`src/rtl/debounce_pkg.sv`:
```
`default_nettype none
// ============================================================================
// Module      : debounce_pkg
// Description : Shared types and constants for the debounce_pulse block:
//               FSM state encoding, default parameter values and helpers
//               that size the stability and auto-repeat counters.
// Revision    : 1.0 - initial release
// ============================================================================
package debounce_pkg;

   // FSM states; the encoding is exported on the `state` port for debug.
   typedef enum logic [1:0] {
      ST_IDLE      = 2'b00,
      ST_ARMING    = 2'b01,
      ST_HELD      = 2'b10,
      ST_RELEASING = 2'b11
   } db_state_t;

   // Default parameter values.
   localparam int unsigned c_stable_cycles_def = 4;
   localparam int unsigned c_repeat_delay_def  = 16;
   localparam int unsigned c_repeat_period_def = 4;

   // Width of a counter that must be able to hold the value max_val.
   function automatic int unsigned cnt_width(input int unsigned max_val);
      return $clog2(max_val + 1);
   endfunction

   function automatic int unsigned max2(input int unsigned a, input int unsigned b);
      return (a > b) ? a : b;
   endfunction

endpackage : debounce_pkg
`default_nettype wire

```
`src/rtl/sync_2ff.sv`:
```
`default_nettype none
// ============================================================================
// Module      : sync_2ff
// Description : 1-bit two-flop synchronizer for an asynchronous input.
//               Both flops clear to 0 while `clear` is low.
// Ports       : clock   - system clock (rising edge)
//               clear   - asynchronous active-low reset
//               async_i - asynchronous input line
//               sync_o  - synchronized copy of async_i (two-cycle delay)
// Revision    : 1.0 - initial release
// ============================================================================
module sync_2ff (
   input  logic clock,
   input  logic clear,
   input  logic async_i,
   output logic sync_o
);

   logic sync1_q;
   logic sync2_q;

   // First flop may go metastable; only sync2_q is used downstream.
   always_ff @(posedge clock or negedge clear) begin
      if (!clear) begin
         sync1_q <= 1'b0;
         sync2_q <= 1'b0;
      end else begin
         sync1_q <= async_i;
         sync2_q <= sync1_q;
      end
   end

   assign sync_o = sync2_q;

endmodule : sync_2ff
`default_nettype wire

```
`src/rtl/debounce_pulse.sv`:
```
`default_nettype none
// ============================================================================
// Module      : debounce_pulse
// Description : Synchronizes and debounces a raw asynchronous event line and
//               emits a single-cycle `pulse` for each accepted rising event.
//               The debounced level and FSM state are exported for debug.
//               Optional auto-repeat while held: define the macro
//               DEBOUNCE_PULSE_AUTO_REPEAT_EN.
// Ports       : clock  - system clock (rising edge)
//               clear  - asynchronous active-low reset
//               raw_in - raw, possibly bouncing, asynchronous input
//               enable - 0 masks `pulse` only; debouncing carries on
//               pulse  - registered one-cycle pulse per accepted press
//               level  - registered debounced level
//               state  - current FSM state encoding
// Revision    : 1.0 - initial release
// ============================================================================
module debounce_pulse
   import debounce_pkg::*;
#(
   parameter int unsigned STABLE_CYCLES = c_stable_cycles_def,
   parameter int unsigned REPEAT_DELAY  = c_repeat_delay_def,
   parameter int unsigned REPEAT_PERIOD = c_repeat_period_def
) (
   input  logic       clock,
   input  logic       clear,
   input  logic       raw_in,
   input  logic       enable,
   output logic       pulse,
   output logic       level,
   output logic [1:0] state
);

   localparam int unsigned          c_cnt_w    = cnt_width(STABLE_CYCLES);
   localparam logic [c_cnt_w-1:0]   c_cnt_one  = c_cnt_w'(1);
   localparam logic [c_cnt_w-1:0]   c_cnt_last = c_cnt_w'(STABLE_CYCLES - 1);

   // ------------------------------------------------------------------------
   // Elaboration-time parameter checks. The repeat parameters are checked in
   // every build so a configuration stays valid when the feature is switched
   // on; a value below 2 would let two pulses land on adjacent cycles.
   // ------------------------------------------------------------------------
   if ((STABLE_CYCLES < 2) || (STABLE_CYCLES > 255)) begin : g_chk_stable
      $error("debounce_pulse: STABLE_CYCLES must be in 2..255");
   end
   if ((REPEAT_DELAY < 2) || (REPEAT_PERIOD < 2)) begin : g_chk_repeat
      $error("debounce_pulse: REPEAT_DELAY and REPEAT_PERIOD must be >= 2");
   end

   // ------------------------------------------------------------------------
   // Synchronizer
   // ------------------------------------------------------------------------
   logic s;

   sync_2ff u_sync (
      .clock   (clock),
      .clear   (clear),
      .async_i (raw_in),
      .sync_o  (s)
   );

   // ------------------------------------------------------------------------
   // FSM state
   // ------------------------------------------------------------------------
   db_state_t          state_q, state_d;
   logic [c_cnt_w-1:0] cnt_q,   cnt_d;
   logic               level_q, level_d;
   logic               pulse_q, pulse_d;
   logic               rpt_fire;

   // ------------------------------------------------------------------------
   // Auto-repeat
   // ------------------------------------------------------------------------
`ifdef DEBOUNCE_PULSE_AUTO_REPEAT_EN
   localparam int unsigned            c_rpt_w     = cnt_width(max2(REPEAT_DELAY, REPEAT_PERIOD));
   localparam logic [c_rpt_w-1:0]     c_rpt_first = c_rpt_w'(REPEAT_DELAY - 1);
   localparam logic [c_rpt_w-1:0]     c_rpt_next  = c_rpt_w'(REPEAT_PERIOD - 1);
   localparam logic [c_rpt_w-1:0]     c_rpt_one   = c_rpt_w'(1);

   logic [c_rpt_w-1:0] rpt_cnt_q, rpt_cnt_d;
   // Set once the first (REPEAT_DELAY) repeat has fired; later repeats then
   // use REPEAT_PERIOD as the interval.
   logic               rpt_after_first_q, rpt_after_first_d;
   logic               rpt_counting;

   // The counter advances only on cycles that keep the FSM in HELD; any
   // exit from HELD returns it to zero so a re-entry restarts REPEAT_DELAY.
   assign rpt_counting = (state_q == ST_HELD) && s;
   assign rpt_fire     = rpt_counting &&
                         (rpt_cnt_q == (rpt_after_first_q ? c_rpt_next : c_rpt_first));

   always_comb begin
      rpt_cnt_d         = '0;
      rpt_after_first_d = 1'b0;
      if (rpt_counting) begin
         if (rpt_fire) begin
            rpt_cnt_d         = '0;
            rpt_after_first_d = 1'b1;
         end else begin
            rpt_cnt_d         = rpt_cnt_q + c_rpt_one;
            rpt_after_first_d = rpt_after_first_q;
         end
      end
   end

   always_ff @(posedge clock or negedge clear) begin
      if (!clear) begin
         rpt_cnt_q         <= '0;
         rpt_after_first_q <= 1'b0;
      end else begin
         rpt_cnt_q         <= rpt_cnt_d;
         rpt_after_first_q <= rpt_after_first_d;
      end
   end
`else
   // Feature absent: exactly one pulse per accepted press.
   assign rpt_fire = 1'b0;
`endif

   // ------------------------------------------------------------------------
   // Next-state / output logic
   // ------------------------------------------------------------------------
   always_comb begin
      state_d = state_q;
      cnt_d   = cnt_q;
      level_d = level_q;
      pulse_d = 1'b0;

      case (state_q)
         ST_IDLE: begin
            if (s) begin
               state_d = ST_ARMING;
               cnt_d   = c_cnt_one;
            end else begin
               cnt_d   = '0;
            end
         end

         ST_ARMING: begin
            if (!s) begin
               // Glitch shorter than STABLE_CYCLES samples: discard.
               state_d = ST_IDLE;
               cnt_d   = '0;
            end else if (cnt_q == c_cnt_last) begin
               // Current sample is the STABLE_CYCLES-th consecutive high.
               state_d = ST_HELD;
               level_d = 1'b1;
               pulse_d = enable;
               cnt_d   = '0;
            end else begin
               cnt_d   = cnt_q + c_cnt_one;
            end
         end

         ST_HELD: begin
            if (!s) begin
               state_d = ST_RELEASING;
               cnt_d   = c_cnt_one;
            end else if (rpt_fire) begin
               pulse_d = enable;
            end
         end

         ST_RELEASING: begin
            if (s) begin
               // Release bounce: still held, and no new press is reported.
               state_d = ST_HELD;
               cnt_d   = '0;
            end else if (cnt_q == c_cnt_last) begin
               state_d = ST_IDLE;
               level_d = 1'b0;
               cnt_d   = '0;
            end else begin
               cnt_d   = cnt_q + c_cnt_one;
            end
         end

         default: begin
            state_d = ST_IDLE;
            cnt_d   = '0;
            level_d = 1'b0;
         end
      endcase
   end

   always_ff @(posedge clock or negedge clear) begin
      if (!clear) begin
         state_q <= ST_IDLE;
         cnt_q   <= '0;
         level_q <= 1'b0;
         pulse_q <= 1'b0;
      end else begin
         state_q <= state_d;
         cnt_q   <= cnt_d;
         level_q <= level_d;
         pulse_q <= pulse_d;
      end
   end

   assign pulse = pulse_q;
   assign level = level_q;
   assign state = state_q;

endmodule : debounce_pulse
`default_nettype wire

```
`config.mk`:
```
export PLATFORM = sky130hd
export DESIGN_NAME = debounce_pulse
export DESIGN_NICKNAME = d
export VERILOG_FILES = /design/src/rtl/debounce_pkg.sv /design/src/rtl/sync_2ff.sv /design/src/rtl/debounce_pulse.sv
export SDC_FILE = /design/constraint.sdc
export NUM_CORES = 1
export LEC_CHECK = 0
export ABC_CLOCK_PERIOD_IN_PS = 1700
export BUFFER_PORTS_ARGS = -buffer_cell sky130_fd_sc_hd__buf_4
export CELL_PAD_IN_SITES_DETAIL_PLACEMENT = 0
export CELL_PAD_IN_SITES_GLOBAL_PLACEMENT = 1
export CORE_AREA = 2 2 39 41
export DETAILED_ROUTE_END_ITERATION = 10
export DIE_AREA = 0 0 41 43
export PLACE_DENSITY_LB_ADDON = 0.12
export REMOVE_ABC_BUFFERS = 1
export SLEW_MARGIN = 5
export SYNTH_ARGS = -nofsm -noshare
export SYNTH_HDL_FRONTEND = slang
export SYNTH_SLANG_ARGS = --single-unit
```
`constraint.sdc`:
```
create_clock -name clock -period 1.7 [get_ports clock]
set_clock_uncertainty 0.1 [all_clocks]
set_input_delay 0.34 -clock clock [delete_from_list [all_inputs] [get_ports clock]]
set_output_delay 0.34 -clock clock [all_outputs]
set_load 0.02 [all_outputs]
```
==> reports/results.txt <==
Routed WL -> 784 um
Routability congestion estimate -> 0.659
F_max -> 654 MHz
Clk buf depth -> 2
Critical Path Fanout Max -> 6
Startpoint types -> flip-flop
Die area -> 0.00176 sq mm
Die Span Y -> 43 um
RSZ-0062 raised after global routing -> false
Tot Pwr -> 0.743 mW
H-tree lvl count -> 1
Grt ovf -> 0
Area of the mapped netlist -> 412 sq um
Layout cells sized above 1 -> 28.3%
Cell row count -> 14
Endpoints failing setup -> 0
Synth warn -> 0
CP endpoint kind -> flip-flop
Area growth, synth to finish -> 24.0%
Synth Area in XOR/XNOR -> 2.13%
Core Area -> 0.00138 sq mm
Vias -> 302
Final Hold Viols -> 0
1st-pass router iterations -> 2
Largest family of logic cells by synthesized area -> simple AND/OR/NAND/NOR gates
Initial antenna violation count -> 0
I/O Buffers -> 7
NumNets Final -> 52
Max-cap violation count -> 0
Crit path time final -> 1.53 ns
Total Routing Usage GR -> 11.9%
Leak Pwr -> 0.232 nW
Synth area leaders -> dfrtp_1, nand3b_1, o21ai_0
Hold_buf cts -> 1
Simple-gate share of the synthesized area -> 23.7%
Synth Area in Compound Gates -> 11.2%
FF-to-FF path depth -> 4
Synth Flop Type -> dfrtp_1
Largest net degree at the start of global routing -> 11
Hold Path Stages -> 1
DRT antenna net count -> 0
Root buf cell -> clkbuf_4
Most frequent cell after synthesis -> dfrtp_1
Die X -> 41 um
Ports -> 8
Period utilisation layout -> 90.0%
Top cells by count, synth -> dfrtp_1, nand3b_1, o21ai_0
Syn Area/Cell -> 11.4 sq um
Slew HR -> 78.6%
CTS clk-pin slew, worst paths -> 0.06 ns
Synth async-reset ratio -> 100%
PD cells -> 1460 mW/mm^2
Design area -> 510 sq um
Clock Latency Late Sink -> 0.26 ns
# DRC -> 0
TNS Setup -> 0 ns
Worst slew pin tran -> 0.321 ns
Crit path required time -> 1.80 ns
Mux cell area share after synthesis -> 2.74%
Adder-Cell Fraction of Synth Area -> 3.04%
Routed wire per std cell -> 12.6 um
Hold crit path type -> in2reg
Max-slew violation count -> 0
Arrival time worst endpoint -> 1.63 ns
Total CTS buffers -> 3
Max rail drop VDD -> 0.547 mV
Vias in the first global route -> 304
Sinks on Clock Net -> 9
Post-synthesis sequential area ratio -> 54.7%
Hold Slack -> 0.0807 ns
Post-synth top area share -> 54.7%
Placed Area -> 474 sq um
Post-CTS Setup Bufs -> 0
Average via count per standard cell -> 4.87
Kind of critical path -> reg2reg
Status -> complete, no violations
First-pass GRT wire length -> 1320 um
Post-Synthesis Cells -> 36
CTS tree -> built
Initial Utilization -> 29.7%
Initial DRC Count -> 1
Number of diodes -> 0
Fillcell total -> 144
Unique masters post-synth -> 18
Biggest area consumer among synthesized cells -> dfrtp_1
Post-synth EDFFs -> 0
Post-synthesis register bit count -> 9
Post-cts sizing count -> 0
## cells by family after synthesis
| kind of cell | Yosys count |
|---|---|
| adders and majority gates | 1 |
| AOI/OAI and AO/OA | 8 |
| buffers and inverters | 2 |
| muxes | 1 |
| and+or+nand+nor | 14 |
| xor gates and xnor gates | 1 |
| DFF | 9 |
## layout make-up
| type | instances | area [sq um] | area share, % |
|---|---|---|---|
| Clock buffer | 4 | 26.3 | 5.15 |
| Multi-Input combinational cell | 25 | 176 | 34.6 |
| Sequential cell | 9 | 225 | 44.1 |
| Tap cell | 16 | 20.0 | 3.92 |
| Timing Repair Buffer | 8 | 62.6 | 12.3 |
## layer usage
| metal | routed length (um) | vias up | global-route usage (%) |
|---|---|---|---|
| met4 | 0 | 0 | 8.00 |
| li1 | - | 150 | - |
| met5 | 0 | - | 0 |
| met3 | 36 | 0 | 6.28 |
| met1 | 376 | 144 | 15.3 |
| met2 | 371 | 8 | 14.7 |
## cell usage in the layout (no fill, tap or decap), types with 2 or more instances in the layout
cell and count:
nand3_1 2, a21oi_1 2, buf_4 7, clkbuf_4 3, dfrtp_1 9, nand2_1 2
nand3b_1 4, o21ai_0 4
## power breakdown
part           internal, mW  switching (mW)
logic                 0.125           0.104
registers             0.264          0.0837
clock network        0.0905          0.0768
## path summary, 6_finish.rpt
check	start	to	slack, ns
min in group asynchronous	clear	pulse	0.33
worst max register to register	cnt_q[0]	cnt_q[1]	0.17
max in group asynchronous	clear	cnt_q[2]	1.03
worst max-delay path	cnt_q[0]	cnt_q[1]	0.17
worst min register to register	u_sync.sync1_q	u_sync.sync_o	0.26
worst min-delay path	raw_in	u_sync.sync1_q	0.08
## critical path: stages (launching register included)
cell	delay, ns
dfrtp_1	0.39
ha_1	0.24
nor2b_4	0.15
or4b_1	0.50
nand3_1	0.09
## stage by stage
stage	cells	setup WS, ns	util (%)
3_3_place_gp	57	0.184	34.3
4_1_cts	62	0.164	36.9
3_5_place_dp	57	0.171	34.3
2_1_floorplan	34	0.241	-
6_report	62	0.171	36.9
5_1_grt	62	0.115	36.9
Note: power is estimated with default switching activity, not from simulation.
